===== src/rtl/ir_bus_pkg.sv =====
// Shared types and helpers for the tri-state bus register scheduler.
// State/op encodings plus small index helpers for packed per-master fields.
package ir_bus_pkg;

    typedef enum logic [1:0] {
        IDLE = 2'd0,
        XFER = 2'd1,
        ACK  = 2'd2
    } state_t;

    typedef enum logic {
        OP_RD = 1'b0,
        OP_WR = 1'b1
    } op_t;

    // LSB position of field idx in a packed vector of width-bit fields.
    function automatic int field_lsb(input int idx, input int width);
        return idx * width;
    endfunction

    // Modulo-n increment, works for n that is not a power of two.
    function automatic int wrap_inc(input int idx, input int n);
        return (idx + 1 >= n) ? 0 : idx + 1;
    endfunction

endpackage


===== src/rtl/rr_arbiter_ir.sv =====
// Combinational round-robin select: first set request at or after ptr wins.
import ir_bus_pkg::*;

module rr_arbiter_ir #(
    parameter int NrOfRequesters = 4,
    parameter int IdxBits        = 2
) (
    input  logic [NrOfRequesters-1:0] Req,
    input  logic [IdxBits-1:0]        ptr,
    output logic [NrOfRequesters-1:0] grant,
    output logic [IdxBits-1:0]        index,
    output logic                      valid
);

    int                 cand;
    logic [IdxBits-1:0] cand_idx;
    logic               found;

    always_comb begin
        grant    = '0;
        index    = '0;
        found    = 1'b0;
        cand     = 0;
        cand_idx = '0;
        for (int k = 0; k < NrOfRequesters; k++) begin
            cand = int'(ptr) + k;
            if (cand >= NrOfRequesters) cand = cand - NrOfRequesters;
            cand_idx = IdxBits'(cand);
            if (!found && Req[cand_idx]) begin
                found           = 1'b1;
                grant[cand_idx] = 1'b1;
                index           = cand_idx;
            end
        end
    end

    assign valid = found;

endmodule


===== src/rtl/ir_bus_scheduler.sv =====
// Round-robin sequencer for a bank of tri-state bus registers: one driver per
// cycle, with ACK and IDLE cycles forming the turnaround between drivers.
import ir_bus_pkg::*;

module ir_bus_scheduler #(
    parameter int NrOfRequesters = 4,
    parameter int NrOfBits       = 16,
    parameter int NrOfRegs       = 4,
    parameter int AddrBits       = 4
) (
    input  logic                                Clock,
    input  logic                                Reset,
    input  logic                                Tick,
    input  logic [NrOfRequesters-1:0]           Req,
    input  logic [NrOfRequesters-1:0]           ReqWr,
    input  logic [NrOfRequesters*AddrBits-1:0]  ReqAddr,
    input  logic [NrOfRequesters*NrOfBits-1:0]  ReqData,
    input  logic [NrOfBits-1:0]                 BusIn,
    output logic [NrOfBits-1:0]                 BusOut,
    output logic [NrOfRegs-1:0]                 LoadEn,
    output logic [NrOfRegs-1:0]                 Cs,
    output logic [NrOfRequesters-1:0]           Ack,
    output logic                                Err,
    output logic [NrOfBits-1:0]                 RdData,
    output logic                                Busy
);

    localparam int                IdxBits  = $clog2(NrOfRequesters);
    localparam logic [AddrBits:0] RegLimit = (AddrBits+1)'(NrOfRegs);

    state_t                    state;
    logic [IdxBits-1:0]        ptr;
    logic [IdxBits-1:0]        win;
    op_t                       lat_op;
    logic                      lat_oor;

    logic [NrOfRequesters-1:0] gnt;
    logic [IdxBits-1:0]        gnt_idx;
    logic                      gnt_vld;

    logic [AddrBits-1:0]       sel_addr;
    logic [NrOfBits-1:0]       sel_data;
    op_t                       sel_op;
    logic                      sel_oor;
    logic [NrOfRegs-1:0]       sel_dec;
    logic [NrOfRequesters-1:0] win_onehot;

    rr_arbiter_ir #(
        .NrOfRequesters (NrOfRequesters),
        .IdxBits        (IdxBits)
    ) u_arb (
        .Req   (Req),
        .ptr   (ptr),
        .grant (gnt),
        .index (gnt_idx),
        .valid (gnt_vld)
    );

    // Winner's request fields, picked straight off the packed inputs.
    assign sel_addr = ReqAddr[field_lsb(int'(gnt_idx), AddrBits) +: AddrBits];
    assign sel_data = ReqData[field_lsb(int'(gnt_idx), NrOfBits) +: NrOfBits];
    assign sel_op   = op_t'(ReqWr[gnt_idx]);
    assign sel_oor  = ({1'b0, sel_addr} >= RegLimit);

    // Out-of-range addresses decode to all zeros, so no strobe or Cs fires.
    for (genvar r = 0; r < NrOfRegs; r++) begin : g_dec
        assign sel_dec[r] = (sel_addr == AddrBits'(r));
    end

    for (genvar i = 0; i < NrOfRequesters; i++) begin : g_ack
        assign win_onehot[i] = (win == IdxBits'(i));
    end

    always_ff @(posedge Clock or posedge Reset) begin
        if (Reset) begin
            state   <= IDLE;
            ptr     <= '0;
            win     <= '0;
            lat_op  <= OP_RD;
            lat_oor <= 1'b0;
            BusOut  <= '0;
            LoadEn  <= '0;
            Cs      <= '1;
            Ack     <= '0;
            Err     <= 1'b0;
            RdData  <= '0;
            Busy    <= 1'b0;
        end else if (Tick) begin
            case (state)
                IDLE: begin
                    if (gnt_vld) begin
                        state   <= XFER;
                        Busy    <= 1'b1;
                        win     <= gnt_idx;
                        lat_op  <= sel_op;
                        lat_oor <= sel_oor;
                        if (sel_op == OP_WR) begin
                            BusOut <= sel_data;
                            LoadEn <= sel_dec;
                        end else begin
                            Cs <= ~sel_dec;
                        end
                    end
                end
                XFER: begin
                    state  <= ACK;
                    LoadEn <= '0;
                    Cs     <= '1;
                    Ack    <= win_onehot;
                    Err    <= lat_oor;
                    // The register write lands on this same edge via LoadEn&Tick.
                    if (lat_op == OP_RD && !lat_oor) RdData <= BusIn;
                end
                ACK: begin
                    state <= IDLE;
                    Busy  <= 1'b0;
                    Ack   <= '0;
                    Err   <= 1'b0;
                    ptr   <= IdxBits'(wrap_inc(int'(win), NrOfRequesters));
                end
                default: begin
                    state  <= IDLE;
                    Busy   <= 1'b0;
                    LoadEn <= '0;
                    Cs     <= '1;
                    Ack    <= '0;
                    Err    <= 1'b0;
                end
            endcase
        end
    end

endmodule


===== config.mk =====
export PLATFORM = sky130hd
export DESIGN_NAME = ir_bus_scheduler
export DESIGN_NICKNAME = d
export VERILOG_FILES = /design/src/rtl/ir_bus_pkg.sv /design/src/rtl/rr_arbiter_ir.sv /design/src/rtl/ir_bus_scheduler.sv
export SDC_FILE = /design/constraint.sdc
export NUM_CORES = 1
export LEC_CHECK = 0
export CORE_AREA = 3 3 89 91
export CTS_CLUSTER_DIAMETER = 50
export DETAILED_ROUTE_END_ITERATION = 10
export DIE_AREA = 0 0 92 94
export GPL_TIMING_DRIVEN = 0
export PLACE_DENSITY_LB_ADDON = 0.3
export SYNTH_ARGS = -nofsm -noshare
export SYNTH_HDL_FRONTEND = slang
export SYNTH_HIERARCHICAL = 1
export SYNTH_SLANG_ARGS = --single-unit
export TNS_END_PERCENT = 20

===== constraint.sdc =====
create_clock -name Clock -period 5.1 [get_ports Clock]
set_clock_uncertainty 0.1 [all_clocks]
set_input_delay 1.53 -clock Clock [delete_from_list [all_inputs] [get_ports Clock]]
set_output_delay 1.53 -clock Clock [all_outputs]
set_load 0.02 [all_outputs]

## Word-level counts from Yosys, hierarchy flattened

Index checks and enable logic that the tools add are counted.

| word-level totals | value |
|---|---|
| output and inout port bits | 46 |
| register bits | 54 |
| input bits | 107 |

| cells by class | value |
|---|---|
| shift-type cells | 2 |
| multiplexer cells | 35 |
| equal/unequal tests | 11 |
| reductions and logical operators | 20 |
| bitwise gates (word level) | 5 |
| magnitude comparators | 11 |
| add/subtract/negate cells | 8 |

Operators by type and width:

| kind | number |
|---|---|
| $shiftx A64 B7 Y16 | 1 |
| $pmux W4 S2 | 3 |
| $mux W2 | 10 |
| $mux W4 | 4 |
| $shiftx A16 B5 Y4 | 1 |
| $lt A2 B3 Y1 const B | 5 |
| $ge A3 B3 Y1 const B | 4 |
| $reduce_and A4 Y1 | 3 |
| $bmux W1 S2 | 5 |
| $mux W1 | 10 |
| $reduce_and A3 Y1 | 3 |
| $eq A4 B2 Y1 const B | 2 |
| $sub A2 B1 Y2 const B | 4 |
| $add A2 B1 Y3 const B | 2 |
| $add A2 B2 Y3 const B | 2 |
| $eq A2 B2 Y1 const B | 3 |
| $ne A2 B2 Y1 const B | 3 |
| $reduce_and A2 Y1 | 3 |
| $eq A2 B1 Y1 const B | 2 |
| $eq A4 B1 Y1 const B | 1 |
| $ge A4 B3 Y1 const B | 1 |
| $logic_and A1 B1 Y1 | 4 |
| $logic_not A1 Y1 | 4 |
| $logic_not A2 Y1 | 2 |
| other kinds (6) | 10 |

## Depth between registers and ports, before layout

Gate-level depths: netlist of run 1.

| depth | value |
|---|---|
| word-level depth | 20 |
| depth in mapped cells | 13 |
| depth with buffers taken out | 10 |

## By module

Netlist of run 1, hierarchy kept.

By module, submodules not included:

| module | cells an instance | sequential area each (um2) | times used | area each (um2) |
|---|---|---|---|---|
| ir_bus_scheduler | 191 | 1356.3 | 1 | 2807.7 |
| rr_arbiter_ir | 45 | 0.0 | 1 | 421.7 |

## Worst setup path after synthesis of run 1

OpenSTA, ideal clock, no wires.

| path | value |
|---|---|
| kind | input to register |
| from | input port Req[3] |
| to | register BusOut[0] |
| arrival time | 4.003 ns |
| slack | 0.872 ns |
| path buffers | 2 |
| cell stages on the path | 7 |
| required time | 4.875 ns |
| path through | mux4_2 > clkbuf_1 > o31ai_1 > mux4_2 > nand2_4 > buf_6 > mux2_4 |

| on the way | value |
|---|---|
| cells in the longest elaborated chain, start to end | 15 |
| elaborated cells on any way between the ends | 26 |
| those cells by class | shift (1); mux (18); reduce/logical (7) |

RTL lines:

| item | line | text |
|---|---|---|
| start: declaration | ir_bus_scheduler.sv:14 | `input logic [NrOfRequesters-1:0] Req,` |
| $bmux W1 S2 | rr_arbiter_ir.sv:29 | `if (!found && Req[cand_idx]) begin` |
| $mux W1 (not written as such) | rr_arbiter_ir.sv:29 |  |
| $mux W1 | rr_arbiter_ir.sv:29 |  |
| $logic_not A1 Y1 | rr_arbiter_ir.sv:29 |  |
| $logic_and A1 B1 Y1 | rr_arbiter_ir.sv:29 |  |
| $mux W1 | rr_arbiter_ir.sv:29 |  |
| $logic_not A1 Y1 | rr_arbiter_ir.sv:29 |  |
| $logic_and A1 B1 Y1 | rr_arbiter_ir.sv:29 |  |
| $mux W1 | rr_arbiter_ir.sv:29 |  |
| $logic_not A1 Y1 | rr_arbiter_ir.sv:29 |  |
| $logic_and A1 B1 Y1 | rr_arbiter_ir.sv:29 |  |
| $mux W2 * | rr_arbiter_ir.sv:29 |  |
| named net gnt_idx[0] | ir_bus_scheduler.sv:38 | `logic [IdxBits-1:0] gnt_idx;` |
| parallel branches: the longest is 3 deep, another holds $shiftx A64 B7 Y16 | n/a |  |
| end signal: assignment | ir_bus_scheduler.sv:98 | `BusOut <= sel_data;` |
| end: declaration | ir_bus_scheduler.sv:19 | `output logic [NrOfBits-1:0] BusOut,` |

Mark *: on every way through the listed nets, which the timed path passes. The select of a mux whose other input is x is not followed.
A chain may end at the register's enable or synchronous reset.

## Final worst setup path of run 1

| path | value |
|---|---|
| from | input port Req[2] |
| to | register BusOut[10] |

Same word-level chain as after synthesis.

==> results of run 1 <==
-- flip-flops by register name, indices dropped and copies added, names as in the netlist, 2 cells and up --
signal,cells
BusOut,16
LoadEn,4
ptr,2
Cs,4
RdData,16
win,2
Ack,4
state,2
-- power groups by stage --
stage | clock, W | combinational, W | sequential (W)
floorplan | 0 | 0.00105 | 0.000979
global placement | 0 | 0.00186 | 0.000771
detailed placement | 0 | 0.00191 | 0.000783
CTS | 0.000277 | 0.00191 | 0.000778
global route | 0.000294 | 0.00202 | 0.000808
finish | 0.000270 | 0.00188 | 0.000775
-- per-layer routing --
layer,vias to the layer above,global-route usage,part of all wire
met3,11,0.0561,0.085
met1,1158,0.216,0.38
li1,1153,-,-
met4,0,0.0557,0.016
met2,107,0.328,0.52
met5,-,0,0
-- per-stage QoR --
stage,hold WS [ns],utilization,cell area [sq um]
3_5_place_dp,0.379,0.659,4750
4_1_cts,0.401,0.674,4860
3_3_place_gp,0.367,0.656,4730
2_1_floorplan,0.370,-,3100
6_report,0.392,0.674,4860
5_1_grt,0.424,0.674,4860
-- path summary, 6_finish.rpt --
check                      cells after the start             startpoint                endpoint
setup / recovery                               9                 Req[2]  BusOut[10]$_DFFE_PP0P_
hold / removal                                 2  LoadEn[2]$_DFFE_PP0P_   LoadEn[2]$_DFFE_PP0P_
setup reg to reg                              11     ptr[1]$_DFFE_PP0P_  BusOut[10]$_DFFE_PP0P_
hold reg to reg                                2  LoadEn[2]$_DFFE_PP0P_   LoadEn[2]$_DFFE_PP0P_
max in group asynchronous                      3                  Reset       Cs[1]$_DFFE_PP1P_
min in group asynchronous                      2                  Reset  BusOut[13]$_DFFE_PP0P_
-- final cells by class --
| cell class | count | area [sq um] | share of cell area |
|---|---|---|---|
| Timing Repair Buffer | 152 | 1530 | 0.315 |
| Buffer | 13 | 95.1 | 0.0195 |
| Multi-Input combinational cell | 140 | 1600 | 0.329 |
| Sequential cell | 54 | 1360 | 0.279 |
| Tap cell | 99 | 124 | 0.0255 |
| Inverter | 13 | 48.8 | 0.0100 |
| Clock buffer | 8 | 110 | 0.0226 |
-- cells in the final DEF (no fill, tap or decap), drive strengths merged --
cell type and n:
and2 1, a32o 1, nor4b 1, dfrtp 50
a31oi 1, nand3 1, mux2i 3, o21ai 9
a22oi 1, a21oi 7, o22ai 5, inv 13
o21bai 1, nand4 1, o221ai 1, clkbuf 11
o31ai 2, o211ai 1, nor2b 3, mux2 38
clkdlybuf4s50 151, nor3 1, and2b 1, mux4 24
and3 5, nand4b 2, ha 5, nand2b 2
dfstp 4, buf 11, nand2 11, nor2 10
nor4 2
-- tightest hold or removal path, stage by stage, from the launching register on --
cell     delay (ns)
dfrtp_1        0.35
nand2_1        0.05
o21ai_0        0.06
==> metrics.yaml, run 1 <==
synthesis:
  syn-num-nets: 332
  syn_inst: 220
  synthesis.area_sq_mm: 0.00310
  yosysWarnings: 6
  synth.avg_cell_area_sq_um: 14.1
power_and_ir_drop:
  share_comb_of_total_power: 0.643
  power.total_w: 0.00293
  p_seq_frac: 0.265
  switchingPower_w: 0.00112
  p_int_w: 0.00181
  p_sw_frac: 0.382
  clockPowerShare: 0.092
  vdd_drop_max_uv: 421
  power.density_mw_per_mm2: 601
  p_leak_nw: 2.01
cts:
  cts_buffers: 5
  cts_buffer_depth: 2
  root_buffer: "clkbuf_8"
  clock_latency_ns: 0.30
  path_clk_slew_ns: 0.09
  cts.sinks: 54
  cts_tree: "done"
  cts_resized: 0
  post_cts_buffers: 0
  htreeDepth: 2
  postCtsHoldBufs: 0
route:
  avgRoutedWirePerCell_microns: 16.3
  ant_nets: 0
  drcViolationCount: 0
  num_vias: 2429
  drt-total-wl_microns: 7820
  via_per_inst: 5.07
  drt_first_pass_iters: 4
  drt_iter0_markers: 53
critical_path:
  critPathLaunchType: "input port"
  crit_chain: "clkdlybuf4s50_1 > mux4_1 > nor2b_1 > nor2_1 > o31ai_1 > mux4_2 > nand2_4 > buf_6 > mux2_4"
  cp.arrival_ns: 4.78
  cp_slowest_cell: "mux4_2"
  max_stage_delay_ns: 0.70
  cp.required_ns: 5.20
  crit_type: "input port to flip-flop"
  critPathMaxFanout: 10
  rrSetupSlack_ns: 1.50
  crit_family: "multiplexers"
  crit_buf_inv: 2
  crit_path_end_kind: "flip-flop"
sta:
  worst_slack_ns: 0.416
  finalSetupViolCount: 0
  relSlewSlack: 0.588
  finalHoldViolCount: 0
  finalSetupTns_ns: 0
  rsz0062_at_grt: "false"
  worst_pin_slew_ns: 0.614
  period_share: 0.918
  slew_viol_final: 0
  fmax_mhz: 213
  period_needed_ns: 4.68
floorplan:
  ios: 153
  die_height_microns: 94
  die-area_sq_mm: 0.00865
  die_w_microns: 92
  initial_core_util: 0.430
  core.rowCount: 31
  core_sq_mm: 0.00721
global_route:
  antenna_found_initial: 0
  grt_overflow: 0
  grt_pass1_wl_microns: 12500
  grt_pass1_vias: 2576
  grt_util_all_layers: 0.185
  grt_max_degree: 29
final_layout:
  area_growth_pct: 57.0
  antenna_cells: 0
  layout-drive-gt1-share: 0.218
  nNetsFinal: 491
  fill_cells: 553
  instances_no_fill: 479
run_status:
  status: "complete, no violations"
placed_design:
  dp_cells: 471
  place_ws_ns: 0.0736
  port_buffers: 151
  hpwlAfterDp_microns: 6480
  gp_routability_congestion: 0.817
job:
  max-cap-violations: 0
min_path:
  hold_class: "flip-flop to flip-flop"
Note: power is estimated with default switching activity, not from simulation.
==> run 2: changes to the inputs <==
--- a/config.mk
+++ b/config.mk
@@ -5,10 +5,11 @@
 export SDC_FILE = /design/constraint.sdc
 export NUM_CORES = 1
 export LEC_CHECK = 0
-export CORE_AREA = 3 3 89 91
+export CORE_AREA = 3 3 85 87
 export CTS_CLUSTER_DIAMETER = 50
 export DETAILED_ROUTE_END_ITERATION = 10
-export DIE_AREA = 0 0 92 94
+export DIE_AREA = 0 0 88 90
+export DONT_BUFFER_PORTS = 1
 export GPL_TIMING_DRIVEN = 0
 export PLACE_DENSITY_LB_ADDON = 0.3
 export SYNTH_ARGS = -nofsm -noshare
==> run 2 against run 1 <==
Non-clock buffer count fell by 151. Worst hold slack gained 0.045 ns. Fmax is 11% higher. Final cell count is 36% lower. Critical endpoint is now BusOut[1]$_DFFE_PP0P_. Clock-buffer cell count is 3 lower.
==> metrics.yaml, run 2 (synthesis results as in run 1) <==
final_layout:
  reg_top3: "BusOut (16), RdData (16)"
  fill_cells: 560
  area_growth_pct: 7.47
  multiInputGateArea_sq_mm: 0.00160
  final_common_cell: "dfrtp_1"
  layout-drive-gt1-share: 0.362
  nNetsFinal: 340
  layout_common_cells: "dfrtp_1 (50), mux2_2 (28), mux4_2 (13), inv_1 (12), mux4_1 (11)"
  area.sequential_sq_mm: 0.00136
critical_path:
  crit_path_start: "Req[0]"
  max_stage_delay_ns: 0.70
  crit_type: "input port to flip-flop"
  crit_buf_inv: 1
  crit_family: "multiplexers"
  r2r_start: "ptr[0]$_DFFE_PP0P_"
  cp.required_ns: 5.20
  critPathLaunchType: "input port"
  rrSetupSlack_ns: 1.46
  crit_chain: "mux4_1 > nor2b_1 > nor2_1 > o31ai_1 > mux4_2 > nand2_4 > buf_6 > mux2_4"
  rr_worst_depth: 11
  critPathMaxFanout: 10
  crit_path_end_kind: "flip-flop"
  cp.arrival_ns: 4.33
  regToRegEndpoint: "BusOut[1]$_DFFE_PP0P_"
  cp_slowest_cell: "mux4_2"
power_and_ir_drop:
  power.density_mw_per_mm2: 759
  p_leak_nw: 1.43
  power.total_w: 0.00253
  vdd_drop_max_uv: 414
cts:
  root_buffer: "clkbuf_8"
  htreeDepth: 2
  clock_latency_ns: 0.31
  cts_resized: 0
  cts_buffers: 5
  post_cts_buffers: 0
  cts_buffer_depth: 2
  cts.sinks: 54
  postCtsHoldBufs: 0
  cts_tree: "done"
  path_clk_slew_ns: 0.10
placed_design:
  place_ws_ns: 0.534
  gp_routability_congestion: 0.874
  hpwlAfterDp_microns: 5370
  port_buffers: 0
sta:
  worst_pin_slew_ns: 0.718
  relSlewSlack: 0.517
  period_share: 0.829
  slew_viol_final: 0
  fmax_mhz: 237
  worst_slack_ns: 0.873
  rsz0062_at_grt: "false"
  finalSetupTns_ns: 0
  finalSetupViolCount: 0
  period_needed_ns: 4.23
  hold_ws_ns: 0.437
  finalHoldViolCount: 0
min_path:
  worstHoldEndpoint: "ptr[0]$_DFFE_PP0P_"
  hp-start: "ptr[0]$_DFFE_PP0P_"
  whs_path_depth: 2
  hold_class: "flip-flop to flip-flop"
global_route:
  grt_pass1_wl_microns: 10500
  grt_max_degree: 30
  grt_util_all_layers: 0.171
  grt_overflow: 0
  grt_pass1_vias: 2032
  antenna_found_initial: 1
floorplan:
  die_height_microns: 90
  die-area_sq_mm: 0.00792
  ios: 153
  die_w_microns: 88
  core.rowCount: 29
  initial_core_util: 0.483
  core_sq_mm: 0.00642
run_status:
  status: "complete, no violations"
route:
  avgRoutedWirePerCell_microns: 21.7
  drt_iter0_markers: 68
  via_per_inst: 6.11
  ant_nets: 0
  drcViolationCount: 0
  drt-total-wl_microns: 6670
  drt_first_pass_iters: 5
  num_vias: 1877
job:
  max-cap-violations: 0
-- run 2: worst register-to-register path: stages (launching register included) --
cell and delay, ns:
dfrtp_1 0.39, buf_6 0.16, inv_1 0.05, ha_1 0.34
mux4_2 0.32, buf_6 0.15, nor3_1 0.26, a32o_1 0.30
buf_2 0.25, clkbuf_1 0.53, mux4_2 0.41, mux2_4 0.28
-- run 2: through the flow --
step / cells / cell area (sq um) / util
after global routing: 307 / 3330 / 0.519
after detailed placement: 298 / 3220 / 0.501
after global placement: 297 / 3200 / 0.498
after floorplan: 220 / 3100 / -
after CTS: 306 / 3330 / 0.518
final: 307 / 3330 / 0.519
-- run 2: power breakdown --
part / internal (W) / switching (W)
Sequential: 0.000641 / 0.000383
Combinational: 0.000676 / 0.000534
Clock: 0.000147 / 0.000147
-- run 2: how the worst max path moves through the flow --
stage,to,slack (ns),cells after the start
after floorplan,BusOut[0]$_DFFE_PP0P_,0.88,8
after global placement,BusOut[9]$_DFFE_PP0P_,0.55,8
after detailed placement,BusOut[1]$_DFFE_PP0P_,0.53,8
after CTS,BusOut[1]$_DFFE_PP0P_,0.86,8
after global routing,BusOut[11]$_DFFE_PP0P_,0.66,8
final,BusOut[1]$_DFFE_PP0P_,0.87,8
-- run 2: per-layer routing --
layer | vias to the layer above | GRT usage | wire length, microns
met5 | - | 0 | 0
met4 | 0 | 0.0537 | 146
met3 | 13 | 0.0695 | 755
met2 | 113 | 0.298 | 3420
met1 | 904 | 0.184 | 2350
li1 | 847 | - | -
-- run 2: layout make-up --
class	count	area share
clock inverter	3	0.0131
antenna	1	0.000751
multi-input combinational	140	0.480
clock buffer	5	0.0207
timing repair buffer	1	0.00601
sequential	54	0.407
buffer	13	0.0286
inverter	13	0.0147
tap	77	0.0289
